$ cat src/rtl/uart_tx_arbiter.sv
// uart_tx_arbiter
// Round-robin scheduler that shares one UART transmitter between NUM_REQ byte
// sources. One requester is granted at a time. Its byte is latched and a single
// start pulse is issued. The frame is then tracked until the transmitter drops busy.
// A frame whose busy never rises is abandoned after BUSY_TIMEOUT cycles, and err_o pulses.
// Note that rstn_i is active-HIGH despite its name.
module uart_tx_arbiter #(
    parameter int NUM_REQ      = 4,
    parameter int DATA_W       = 8,
    parameter int BUSY_TIMEOUT = 8
) (
    input  logic                      clk100_i,
    input  logic                      rstn_i,
    input  logic [NUM_REQ-1:0]        req_i,
    input  logic [NUM_REQ*DATA_W-1:0] data_i,
    output logic [NUM_REQ-1:0]        ack_o,
    output logic [NUM_REQ-1:0]        done_o,
    output logic                      tx_start_o,
    output logic [DATA_W-1:0]         tx_data_o,
    input  logic                      tx_busy_i,
    output logic                      active_o,
    output logic                      err_o
);

    localparam int PTR_W = (NUM_REQ > 1) ? $clog2(NUM_REQ) : 1;
    localparam int CNT_W = $clog2(BUSY_TIMEOUT + 1);
    localparam logic [PTR_W-1:0] LAST_IDX    = PTR_W'(NUM_REQ - 1);
    localparam logic [PTR_W:0]   NUM_REQ_EXT = (PTR_W + 1)'(NUM_REQ);
    localparam logic [CNT_W-1:0] CNT_LIMIT   = CNT_W'(BUSY_TIMEOUT);

    typedef enum logic [1:0] {
        ST_IDLE      = 2'd0,
        ST_START     = 2'd1,
        ST_WAIT_BUSY = 2'd2,
        ST_WAIT_DONE = 2'd3
    } state_t;

    state_t              r_state;
    logic [PTR_W-1:0]    r_ptr;
    logic [PTR_W-1:0]    r_grant;
    logic [CNT_W-1:0]    r_cnt;
    logic [DATA_W-1:0]   r_tx_data;
    logic                r_tx_start;
    logic [NUM_REQ-1:0]  r_ack;
    logic [NUM_REQ-1:0]  r_done;
    logic                r_active;
    logic                r_err;

    state_t              w_state_next;
    logic [PTR_W-1:0]    w_ptr_next;
    logic [PTR_W-1:0]    w_grant_next;
    logic [CNT_W-1:0]    w_cnt_next;
    logic [CNT_W-1:0]    w_cnt_inc;
    logic [DATA_W-1:0]   w_tx_data_next;
    logic                w_tx_start_next;
    logic [NUM_REQ-1:0]  w_ack_next;
    logic [NUM_REQ-1:0]  w_done_next;
    logic                w_active_next;
    logic                w_err_next;

    logic                w_found;
    logic [PTR_W-1:0]    w_winner;
    logic [PTR_W:0]      w_sum;
    logic [PTR_W-1:0]    w_idx;
    logic [DATA_W-1:0]   w_win_data;

    // One-hot decode of a requester index
    function automatic logic [NUM_REQ-1:0] f_onehot(input logic [PTR_W-1:0] idx);
        logic [NUM_REQ-1:0] v_oh;
        v_oh = '0;
        for (int k = 0; k < NUM_REQ; k++) begin
            v_oh[k] = (idx == PTR_W'(k));
        end
        return v_oh;
    endfunction

    // Round-robin search: first active request starting at r_ptr, wrapping
    always_comb begin
        w_found  = 1'b0;
        w_winner = '0;
        w_sum    = '0;
        w_idx    = '0;
        for (int i = 0; i < NUM_REQ; i++) begin
            w_sum = {1'b0, r_ptr} + (PTR_W + 1)'(i);
            if (w_sum >= NUM_REQ_EXT) begin
                w_idx = PTR_W'(w_sum - NUM_REQ_EXT);
            end else begin
                w_idx = PTR_W'(w_sum);
            end
            if (!w_found && req_i[w_idx]) begin
                w_found  = 1'b1;
                w_winner = w_idx;
            end else begin
                w_winner = w_winner;
            end
        end
    end

    // Select the winning requester's byte
    always_comb begin
        w_win_data = '0;
        for (int k = 0; k < NUM_REQ; k++) begin
            if (w_winner == PTR_W'(k)) begin
                w_win_data = data_i[k*DATA_W +: DATA_W];
            end else begin
                w_win_data = w_win_data;
            end
        end
    end

    // Saturating increment of the busy-rise timeout counter
    assign w_cnt_inc = (r_cnt == CNT_LIMIT) ? r_cnt : (r_cnt + CNT_W'(1));

    // Next-state and next-output logic of the grant/frame FSM
    always_comb begin
        w_state_next    = r_state;
        w_ptr_next      = r_ptr;
        w_grant_next    = r_grant;
        w_cnt_next      = r_cnt;
        w_tx_data_next  = r_tx_data;
        w_tx_start_next = 1'b0;
        w_ack_next      = '0;
        w_done_next     = '0;
        w_active_next   = r_active;
        w_err_next      = 1'b0;
        case (r_state)
            ST_IDLE: begin
                // A frame already in flight that we do not own blocks the grant
                if (w_found && !tx_busy_i) begin
                    w_grant_next    = w_winner;
                    w_tx_data_next  = w_win_data;
                    w_tx_start_next = 1'b1;
                    w_ack_next      = f_onehot(w_winner);
                    w_active_next   = 1'b1;
                    w_state_next    = ST_START;
                end else begin
                    w_active_next   = 1'b0;
                end
            end
            ST_START: begin
                w_ptr_next    = (r_grant == LAST_IDX) ? PTR_W'(0) : (r_grant + PTR_W'(1));
                w_cnt_next    = '0;
                w_active_next = 1'b1;
                w_state_next  = ST_WAIT_BUSY;
            end
            ST_WAIT_BUSY: begin
                if (tx_busy_i) begin
                    w_state_next = ST_WAIT_DONE;
                end else begin
                    w_cnt_next = w_cnt_inc;
                    if (w_cnt_inc == CNT_LIMIT) begin
                        w_err_next    = 1'b1;
                        w_active_next = 1'b0;
                        w_state_next  = ST_IDLE;
                    end else begin
                        w_state_next  = ST_WAIT_BUSY;
                    end
                end
            end
            ST_WAIT_DONE: begin
                if (!tx_busy_i) begin
                    w_done_next   = f_onehot(r_grant);
                    w_active_next = 1'b0;
                    w_state_next  = ST_IDLE;
                end else begin
                    w_state_next  = ST_WAIT_DONE;
                end
            end
            default: begin
                w_active_next = 1'b0;
                w_state_next  = ST_IDLE;
            end
        endcase
    end

    // State and registered-output update with synchronous reset
    always_ff @(posedge clk100_i) begin
        if (rstn_i) begin
            r_state    <= ST_IDLE;
            r_ptr      <= '0;
            r_grant    <= '0;
            r_cnt      <= '0;
            r_tx_data  <= '0;
            r_tx_start <= 1'b0;
            r_ack      <= '0;
            r_done     <= '0;
            r_active   <= 1'b0;
            r_err      <= 1'b0;
        end else begin
            r_state    <= w_state_next;
            r_ptr      <= w_ptr_next;
            r_grant    <= w_grant_next;
            r_cnt      <= w_cnt_next;
            r_tx_data  <= w_tx_data_next;
            r_tx_start <= w_tx_start_next;
            r_ack      <= w_ack_next;
            r_done     <= w_done_next;
            r_active   <= w_active_next;
            r_err      <= w_err_next;
        end
    end

    assign ack_o      = r_ack;
    assign done_o     = r_done;
    assign tx_start_o = r_tx_start;
    assign tx_data_o  = r_tx_data;
    assign active_o   = r_active;
    assign err_o      = r_err;

endmodule
$ cat config.mk
export PLATFORM = sky130hd
export DESIGN_NAME = uart_tx_arbiter
export DESIGN_NICKNAME = d
export VERILOG_FILES = /design/src/rtl/uart_tx_arbiter.sv
export SDC_FILE = /design/constraint.sdc
export NUM_CORES = 1
export LEC_CHECK = 0
export CAP_MARGIN = 20
export CORE_MARGIN = 8
export CORE_UTILIZATION = 45
export CTS_BUF_LIST = sky130_fd_sc_hd__clkbuf_16
export CTS_CLUSTER_SIZE = 8
export DETAILED_ROUTE_END_ITERATION = 12
export PLACE_DENSITY = 0.81
export SYNTH_ARGS = -nofsm -noshare
export SYNTH_HDL_FRONTEND = slang
export SYNTH_SLANG_ARGS = --single-unit
$ cat constraint.sdc
create_clock -name clk100_i -period 4.4 [get_ports clk100_i]
set_clock_uncertainty 0.1 [all_clocks]
set_input_delay 0.88 -clock clk100_i [delete_from_list [all_inputs] [get_ports clk100_i]]
set_output_delay 0.88 -clock clk100_i [all_outputs]
set_load 0.01 [all_outputs]
==> flow_summary.ini <==
[status]
status = finished clean

[cells_and_area]
layout.nets = 265
antenna_cells = 0
final_layout_size_suffix_gt1_share_pct = 7.69
nFillCells = 269
syn2layout_area_growth_pct = 46.4

[hold_path]
hp-class = flip-flop to flip-flop

[sta]
drv_slew = 0
rsz0062_at_grt = no
setup_tns_ns = 0
fin_crit_ns = 2.90
hold_viol_final = 0
final.period_utilization_pct = 65.8
max_freq_ghz = 0.345
setup_viol = 0
hold-worst-slack_ns = 0.411
relSlewSlack_pct = 33.2
worst-slew-pin-transition_ns = 1.00

[route]
first_iter_violations = 88
dr.pass1.iters = 4
wl_mm = 4.32
via_per_inst = 5.62
drc = 0
antenna_left = 0
wire_per_inst_microns = 16.2
vias = 1500

[power]
p_leak_nw = 0.850
ir_drop_uv = 184
p_per_area_mw_per_mm2 = 354

[flow_run]
cap_viol_max_count = 0

[synth]
netlist.area_leader.share_pct = 37.0
synthFlopType = dfxtp_1
yosys_warnings = 0
synthCells = 167
synth-edff-count = 0
synth.avg_cell_area_sq_um = 9.40
async_reset_ff_share_pct = 0
synthTopCellsByArea = dfxtp_1, mux2i_1, o221ai_2, ha_1, nand3b_1
yosysTopAreaCell = dfxtp_1
ys_seq_elements = 29
yosysMostFrequentCell = dfxtp_1
ys_types = 34
seq_area_frac_synth_pct = 37.0
synth_commonest_cells = dfxtp_1, mux2i_1, nor2_1
syn_area_sq_mm = 0.00157
syn_nets = 212

[placement]
place.gp.congestion = 0.801
place_hpwl_mm = 3.34
numPortBuffers = 57

[global_route]
grtUsageTotal_pct = 15.9
grt_first_pass_wirelength_mm = 6.93
antenna_found_initial = 0
grt_overflow = 0
grt_pass1_vias = 1506
grt_max_degree = 27

[die]
fp-row-count = 21
die_x_microns = 75.1
start_util_pct = 47.1
dieArea_sq_mm = 0.00564
coreArea_sq_mm = 0.00334
die_h_microns = 75.1
ioPinCount = 58

[critical_path]
slowest_stage = or4_4
critPathCaptureType = flip-flop
cp.required_ns = 4.49
slowest_delay_ns = 0.69
cpLargestDelayFamily = simple AND/OR/NAND/NOR gates
critPathKind = input port to flip-flop
worstPathCellList = clkdlybuf4s50_1, or4_4, or3_1, o221ai_2
worstSetupStartpointType = input port
worstPathArrival_ns = 2.98
cp_max_fo = 18
path_buf_inv = 1

[cts]
clkTransAtPathRegs_ns = 0.05
cts_resized = 0
hold_buffers = 0
ctsRootBufferMaster = clkbuf_16
h-tree-depth = 2
cts_buffers = 5
post_cts_buffers = 0
clk_latency_ns = 0.27
cts.sinks = 29
cts_tree = done
cts.path.max_buffers = 2
-- registers in the layout (all words and copies together), names as in the netlist --
| name | count |
|---|---|
| r_grant | 2 |
| r_ptr | 2 |
| active_o | 1 |
| done_o | 4 |
| ack_o | 4 |
| tx_start_o | 1 |
| r_state | 2 |
| err_o | 1 |
| r_cnt | 4 |
| tx_data_o | 8 |
-- worst min-delay path, stage by stage, from the launching register on --
cell      delay [ns]
dfxtp_1         0.32
nand3b_1        0.09
o221ai_2        0.06
-- layer usage --
layer | part of all wire (%) | GRT usage [%]
met1 | 37 | 17.0
met2 | 52 | 27.4
met3 | 8.0 | 5.06
met4 | 2.6 | 8.04
met5 | 0 | 0
-- worst paths after layout --
path	startpoint	endpoint	slack, ns	depth (start not counted)
worst max-delay path	tx_busy_i	tx_data_o[5]$_SDFFE_PP0P_	1.50	4
worst min-delay path	tx_data_o[1]$_SDFFE_PP0P_	tx_data_o[1]$_SDFFE_PP0P_	0.41	2
worst max register to register	r_ptr[1]$_SDFFE_PP0P_	tx_data_o[2]$_SDFFE_PP0P_	2.13	5
worst min register to register	tx_data_o[1]$_SDFFE_PP0P_	tx_data_o[1]$_SDFFE_PP0P_	0.41	2
-- per-stage QoR --
step / setup slack, ns / total power, W / std cells / utilization, % / instance area (sq um)
detailed placement: 1.25 / 0.000449 / 259 / 64.0 / 2140
global placement: 1.33 / 0.000443 / 259 / 64.0 / 2140
global route: 1.37 / 0.000849 / 267 / 68.9 / 2300
CTS: 1.52 / 0.000819 / 267 / 68.9 / 2300
floorplan: 2.11 / 0.000379 / 167 / - / 1570
finish: 1.50 / 0.000814 / 267 / 68.9 / 2300
-- power breakdown --
part | total, W | leakage (nW) | switching [W] | internal, W
Clock | 0.000370 | 0.0826 | 0.000108 | 0.000262
Combinational | 0.000151 | 0.531 | 0.0000673 | 0.0000834
Sequential | 0.000294 | 0.236 | 0.0000145 | 0.000279
-- cell type report --
class                           instances  area, sq um  area share [%]
Clock inverter                          3         37.5            1.63
Tap cell                               46         57.6            2.50
Inverter                                9         33.8            1.47
Sequential cell                        29          581            25.3
Multi-Input combinational cell        117          886            38.5
Timing Repair Buffer                   58          578            25.1
Clock buffer                            5          125            5.44
-- logic make-up (layout without fill, tap and decap cells) --
| group | count (synthesis) | after routing | synth area share [%] |
|---|---|---|---|
| compound gates | 36 | 36 | 19.3 |
| buf+inv | 21 | 75 | 6.77 |
| mux | 20 | 20 | 12.7 |
| flops | 29 | 29 | 37.0 |
| simple gates | 55 | 55 | 19.4 |
| fa+ha+maj | 6 | 6 | 4.78 |
-- layout by cell type, fill, tap and decap left out, types with 4 or more instances in the layout --
master,count
nand2_1,8
o21ai_0,5
o221ai_2,8
nand3b_1,9
nor3_1,4
ha_1,6
a21oi_1,9
clkdlybuf4s50_1,57
inv_1,8
nor2_1,10
and2_1,5
dfxtp_1,29
clkbuf_16,5
nor4_1,6
mux2i_1,20
No activity file was read; power rests on OpenSTA's default activity.
